<file path="src/rtl/latch_bank_wr_ctrl.sv">
// Write sequencer for a DEPTH x DATA_W latch bank: turns a req/ack write into a
// setup / open / hold gate sequence. Optional flop shadow copy: LATCH_BANK_SHADOW_EN.
module latch_bank_wr_ctrl #(
  parameter int DATA_W = 8,
  parameter int DEPTH  = 4,
  parameter int ADDR_W = 2
) (
  input  logic              clk,
  input  logic              rst,
  input  logic              req,
  input  logic [ADDR_W-1:0] addr,
  input  logic [DATA_W-1:0] wdata,
  output logic              ack,
  output logic              err,
  output logic              busy,
  output logic [DATA_W-1:0] d,
  output logic [DEPTH-1:0]  gn,
  output logic [1:0]        state_dbg
`ifdef LATCH_BANK_SHADOW_EN
  ,
  input  logic [ADDR_W-1:0] raddr,
  output logic [DATA_W-1:0] rdata
`endif
);

  // Handshake: req is a level sampled only on edges where the FSM is idle; the
  // write is accepted on that edge. ack is a one-cycle pulse marking completion,
  // err qualifies ack. Requests while busy are dropped, not queued.

  typedef enum logic [1:0] {
    IDLE  = 2'd0,
    SETUP = 2'd1,
    OPEN  = 2'd2,
    HOLD  = 2'd3
  } state_t;

  localparam logic [ADDR_W:0] DEPTH_W = (ADDR_W + 1)'(DEPTH);

  state_t              state_q, state_d;
  logic [ADDR_W-1:0]   addr_q;
  logic                addr_ok_q;
  logic                capture;
  logic                addr_ok_in;
  logic [DEPTH-1:0]    gn_d;
  logic                ack_d, err_d, busy_d;

  assign capture    = (state_q == IDLE) && req;
  assign addr_ok_in = ({1'b0, addr} < DEPTH_W);
  assign state_dbg  = state_q;

  always_comb begin
    state_d = state_q;
    case (state_q)
      IDLE:    if (req) state_d = SETUP;
      SETUP:   state_d = OPEN;
      OPEN:    state_d = HOLD;
      HOLD:    state_d = IDLE;
      default: state_d = IDLE;
    endcase
  end

  // Outputs are decoded from the next state so every one of them is a flop.
  // An out-of-range address matches no gate line, keeping gn all ones.
  always_comb begin
    gn_d = '1;
    if (state_d == OPEN) begin
      for (int i = 0; i < DEPTH; i++) begin
        if (addr_q == ADDR_W'(i)) gn_d[i] = 1'b0;
      end
    end
    ack_d  = (state_d == HOLD);
    err_d  = (state_d == HOLD) && !addr_ok_q;
    busy_d = (state_d != IDLE);
  end

  always_ff @(posedge clk or posedge rst) begin
    if (rst) begin
      state_q   <= IDLE;
      addr_q    <= '0;
      addr_ok_q <= 1'b1;
      d         <= '0;
      gn        <= '1;
      ack       <= 1'b0;
      err       <= 1'b0;
      busy      <= 1'b0;
    end else begin
      state_q <= state_d;
      gn      <= gn_d;
      ack     <= ack_d;
      err     <= err_d;
      busy    <= busy_d;
      if (capture) begin
        addr_q    <= addr;
        addr_ok_q <= addr_ok_in;
        d         <= wdata;
      end
    end
  end

`ifdef LATCH_BANK_SHADOW_EN
  logic [DATA_W-1:0] shadow_q [DEPTH];

  // Shadow word updates on the edge that closes the open window.
  always_ff @(posedge clk or posedge rst) begin
    if (rst) begin
      for (int i = 0; i < DEPTH; i++) shadow_q[i] <= '0;
    end else if (state_q == OPEN) begin
      for (int i = 0; i < DEPTH; i++) begin
        if (addr_q == ADDR_W'(i)) shadow_q[i] <= d;
      end
    end
  end

  always_comb begin
    rdata = '0;
    for (int i = 0; i < DEPTH; i++) begin
      if (raddr == ADDR_W'(i)) rdata = shadow_q[i];
    end
  end
`endif

endmodule
</file>
<file path="config.mk">
export PLATFORM = sky130hd
export DESIGN_NAME = latch_bank_wr_ctrl
export DESIGN_NICKNAME = d
export VERILOG_FILES = /design/src/rtl/latch_bank_wr_ctrl.sv
export SDC_FILE = /design/constraint.sdc
export NUM_CORES = 1
export LEC_CHECK = 0
export BUFFER_PORTS_ARGS = -buffer_cell sky130_fd_sc_hd__buf_2
export CORE_MARGIN = 2
export CORE_UTILIZATION = 45
export DETAILED_ROUTE_END_ITERATION = 6
export PLACE_DENSITY = 0.75
export SLEW_MARGIN = 0
export SYNTH_ARGS = -nofsm -noshare
export SYNTH_HDL_FRONTEND = slang
export SYNTH_SLANG_ARGS = --single-unit
</file>
<file path="constraint.sdc">
create_clock -name clk -period 1.8 [get_ports clk]
set_clock_uncertainty 0.1 [all_clocks]
set_input_delay 0 -clock clk [delete_from_list [all_inputs] [get_ports clk]]
set_output_delay 0 -clock clk [all_outputs]
set_load 0.005 [all_outputs]
</file>
=== After elaboration in Yosys (flattened, before gate mapping) ===
Index checks and enable logic that the tools add are counted.

* Reductions and logical operators: 4
* Multiplexer cells: 7
* Eq/ne operators: 8

{| class="wikitable"
|+ Operators by type and width
! kind !! number
|-
| == test 2 bit (second input constant) || 6
|-
| one-hot mux 2 bit (4 select lines) || 1
|-
| == test 2 x 1 -> 1 bit (second input constant) || 2
|-
| logical NOT 2 bit || 2
|-
| two-way mux 1 bit || 4
|-
| two-way mux 4 bit || 1
|-
| two-way mux 2 bit || 1
|-
| nonzero test 2 bit || 1
|-
| logical AND 1 bit || 1
|}

* Register bits after elaboration: 18
* Word-level logic and storage cells: 25

=== Logic depth before layout (Yosys ltp) ===
* Word-level depth: 4
* Depth in mapped cells: 4
* Depth with buffers taken out: 4

=== Least setup slack after synthesis ===
Ideal clock, no wire load.

* Path type: reg2reg
* Start: reg state_q[0] (netlist: state_dbg[0])
* End: reg addr_q[0]
* Stages on the path, launching flop included: 5
* Buffers on the path: 0
* Library setup time: 125 ps
* Setup slack: 451 ps
* Required time: 1575 ps
* Data arrival time: 1124 ps
* Path through: dfrtp_1 -> inv_1 -> ha_1 -> nand2_4 -> mux2_2

* Word-level cells in the longest chain between the ends: 2

{| class="wikitable"
|+ Ends and longest elaborated chain
! what !! line !! RTL
|-
| start, declared || 39 || <nowiki>state_t state_q, state_d;</nowiki>
|-
| start signal, assigned || 87 || <nowiki>state_q <= state_d;</nowiki>
|-
| logical NOT 2 bit || 47 || <nowiki>assign capture = (state_q == IDLE) && req;</nowiki>
|-
| logical AND 1 bit || 47 ||
|-
| end signal, assigned || 93 || <nowiki>addr_q <= addr;</nowiki>
|-
| end, declared || 40 || <nowiki>logic [ADDR_W-1:0] addr_q;</nowiki>
|}

No other way between the ends.
A chain may end at the register's enable or synchronous reset.

=== Worst setup path in the final report ===
* Start: reg state_q[1] (netlist: state_dbg[1])
* End: reg gn[2]

* Word-level cells in the longest chain between the ends: 4

{| class="wikitable"
|+ Ends and longest elaborated chain
! what !! line !! RTL
|-
| == test 2 bit, or another cell as far along || 53 || <nowiki>case (state_q)</nowiki>
|-
| one-hot mux 2 bit (4 select lines) (*) || 53 ||
|-
| == test 2 bit (*) || 66 || <nowiki>if (state_d == OPEN) begin</nowiki>
|-
| two-way mux 4 bit (*) || 66 ||
|-
| named net gn_d[2] || 44 || <nowiki>logic [DEPTH-1:0] gn_d;</nowiki>
|-
| end signal, assigned || 88 || <nowiki>gn <= gn_d;</nowiki>
|-
| end, declared || 17 || <nowiki>output logic [DEPTH-1:0] gn,</nowiki>
|}

The timed path passes the listed nets; every way through them passes the cells marked *.

==> run summary <==
Status - complete, no violations
Setup Fix Bufs, Post-CTS - 0
Max Fclk - 653 MHz
Min-Delay Path Class - in2async
Yosys reg bits - 18
IO Count - 30
Synth cell types - 18
Clock buffer depth - 2
Dpl ws - 0.267 ns
Initial Util - 0.486
# DRC - 0
Initial antenna violation count - 0
CP Capture Type - register
Mapped Avg Cell Area - 13.9 µm²
CP arrival - 1.63 ns
DRT Pass-1 Iters - 3
Slew Viols, Final - 0
Syn. warnings - 0
Final wirelength - 1330 µm
Worst-path clk slew - 0.10 ns
Worst hold slack - 0.229 ns
Row cnt - 14
Clk_lat worst skew - 0.29 ns
Setup violators final - 0
CP max FO - 5
Cell Area, Synth - 749 µm²
Area of the multi-input gates - 275 µm²
Tot GR Track Use - 0.171
CTS Sinks - 18
DP Wirelength - 908 µm
Vias in the first global route - 563
Max VDD drop - 0.835 mV
Iter 0 DRT Violations - 5
Core area - 0.00154 mm²
Die height - 44.8 µm
WS Path Type - reg2reg
Worst Path Required - 1.90 ns
ANT cells - 0
Max-cap check violation count - 0
Post-route worst setup slack - 0.268 ns
RSZ-0062 raised after global routing - false
Largest net degree at the start of global routing - 19
Total Die Area - 0.00201 mm²
First-pass GRT wire length - 2420 µm
Nets - 114
Cells after synthesis - 54
Worst reg2reg path depth - 4
Min Tclk post-route - 1.53 ns
Vias per inst - 4.84
H-tree lvl count - 1
Tcrit/Tclk final - 0.851
Grt total ovfl - 0
Total CTS buffers - 3
Final hold violation count - 0
Setup TNS - 0 ns
Fillcell total - 117
Leakage - 0.506 nW
Hold_buf cts - 12
Area growth from synthesis to layout - 41.2%
WL/cell - 11.8 µm
Register area - 455 µm²
Sequential element share of the synthesized area - 0.608
Pwr dens - 1540 mW/mm²
Rel. slew slack - 0.568
Share of post-route cells with drive strength above 1 - 0.495
CTS resizes - 0
Final ANT Viol Nets - 0
CTS tree - built
Total number of vias - 547
# port buffers - 28
Clock root buffer - clkbuf_4
Slew @ Worst Pin - 0.648 ns
CP startpoint kind - register
Die Width - 44.8 µm
Syn_nets - 70
RePlAce Congestion - 0.752
==> kinds of logic after synthesis <==
| family | count (synthesis) | synth area share |
|---|---|---|
| fa+ha+maj | 3 | 0.0501 |
| compound gates | 6 | 0.0501 |
| buf+inv | 4 | 0.0250 |
| mux | 10 | 0.150 |
| flops | 18 | 0.608 |
| simple gates | 12 | 0.112 |
| other cells | 1 | 0.00500 |
==> state kept, by name (all words and copies together), names as in the netlist <==
| register | flops |
|---|---|
| ack | 1 |
| addr_q | 2 |
| busy | 1 |
| d | 8 |
| gn | 4 |
| state_dbg | 2 |
==> synth_stat cells <==
| library cell | count | area, µm² |
|---|---|---|
| o21ai_0 | 3 | 15.0 |
| mux2_2 | 10 | 113 |
| nor2_1 | 3 | 11.3 |
| nand2_1 | 1 | 3.75 |
| dfstp_2 | 4 | 105 |
| ha_1 | 3 | 37.5 |
| nand3b_1 | 1 | 7.51 |
| nor3b_1 | 2 | 15.0 |
| o211ai_1 | 2 | 15.0 |
| nand2b_1 | 1 | 6.26 |
| and4bb_4 | 1 | 16.3 |
| a211oi_1 | 1 | 7.51 |
| buf_4 | 1 | 7.51 |
| dfrtp_1 | 14 | 350 |
| conb_1 | 1 | 3.75 |
| nor2b_1 | 2 | 12.5 |
| nand2_4 | 1 | 11.3 |
| inv_1 | 3 | 11.3 |
==> report_power, final <==
group / switching (mW) / total [mW] / internal [mW]
combinational: 0.302 / 0.672 / 0.370
clock: 0.116 / 0.239 / 0.123
sequential: 0.0998 / 0.718 / 0.618
==> final timing paths <==
kind                       slack (ns)                     to                   start
max                              0.27        gn[2]$_DFF_PP1_  state_dbg[1]$_DFF_PP0_
max reg2reg                      0.27        gn[2]$_DFF_PP1_  state_dbg[1]$_DFF_PP0_
min reg2reg                      0.41        gn[3]$_DFF_PP1_   addr_q[0]$_DFFE_PP0P_
min in group clk                 0.37       d[5]$_DFFE_PP0P_                wdata[5]
max in group asynchronous        0.95  addr_q[0]$_DFFE_PP0P_                     rst
min                              0.23  addr_q[1]$_DFFE_PP0P_                     rst
==> placed cells by master (no fill, tap or decap), types with 2 or more instances in the layout <==
master         count
inv_1              3
nor2b_1            2
dfrtp_1           14
nor2_1             3
ha_1               3
o211ai_1           2
mux2_2            10
dlygate4sd3_1     12
buf_2             28
dfstp_2            4
clkbuf_4           3
o21ai_0            3
nor3b_1            2
==> per-layer routing <==
metal | routed length [µm] | share of wire | vias up | GRT usage
met5 | 0 | 0 | - | 0
li1 | - | - | 269 | -
met3 | 88 | 0.066 | 3 | 0.0720
met1 | 578 | 0.43 | 254 | 0.205
met4 | 9 | 0.0068 | 0 | 0.0353
met2 | 653 | 0.49 | 21 | 0.290
==> final cells by class <==
type	instances	area share
Timing Repair Buffer	40	0.246
Sequential cell	18	0.430
Clock buffer	4	0.0343
Tap cell	16	0.0189
Inverter	3	0.0106
Multi-Input combinational cell	32	0.260
==> per-stage QoR <==
step                 util  instance area [µm²]  cells  power, mW
floorplan               -                  749     54       1.13
global placement    0.585                  902     97       1.35
detailed placement  0.585                  902     97       1.38
CTS                 0.687                 1060    113       1.64
global route        0.687                 1060    113       1.76
finish              0.687                 1060    113       1.63
==> worst max-delay path: stages, from the launching register on <==
cell     delay [ns]
dfrtp_1        0.42
inv_1          0.09
ha_1           0.30
nor3b_1        0.37
o21ai_0        0.17
No activity file was read; power rests on OpenSTA's default activity.
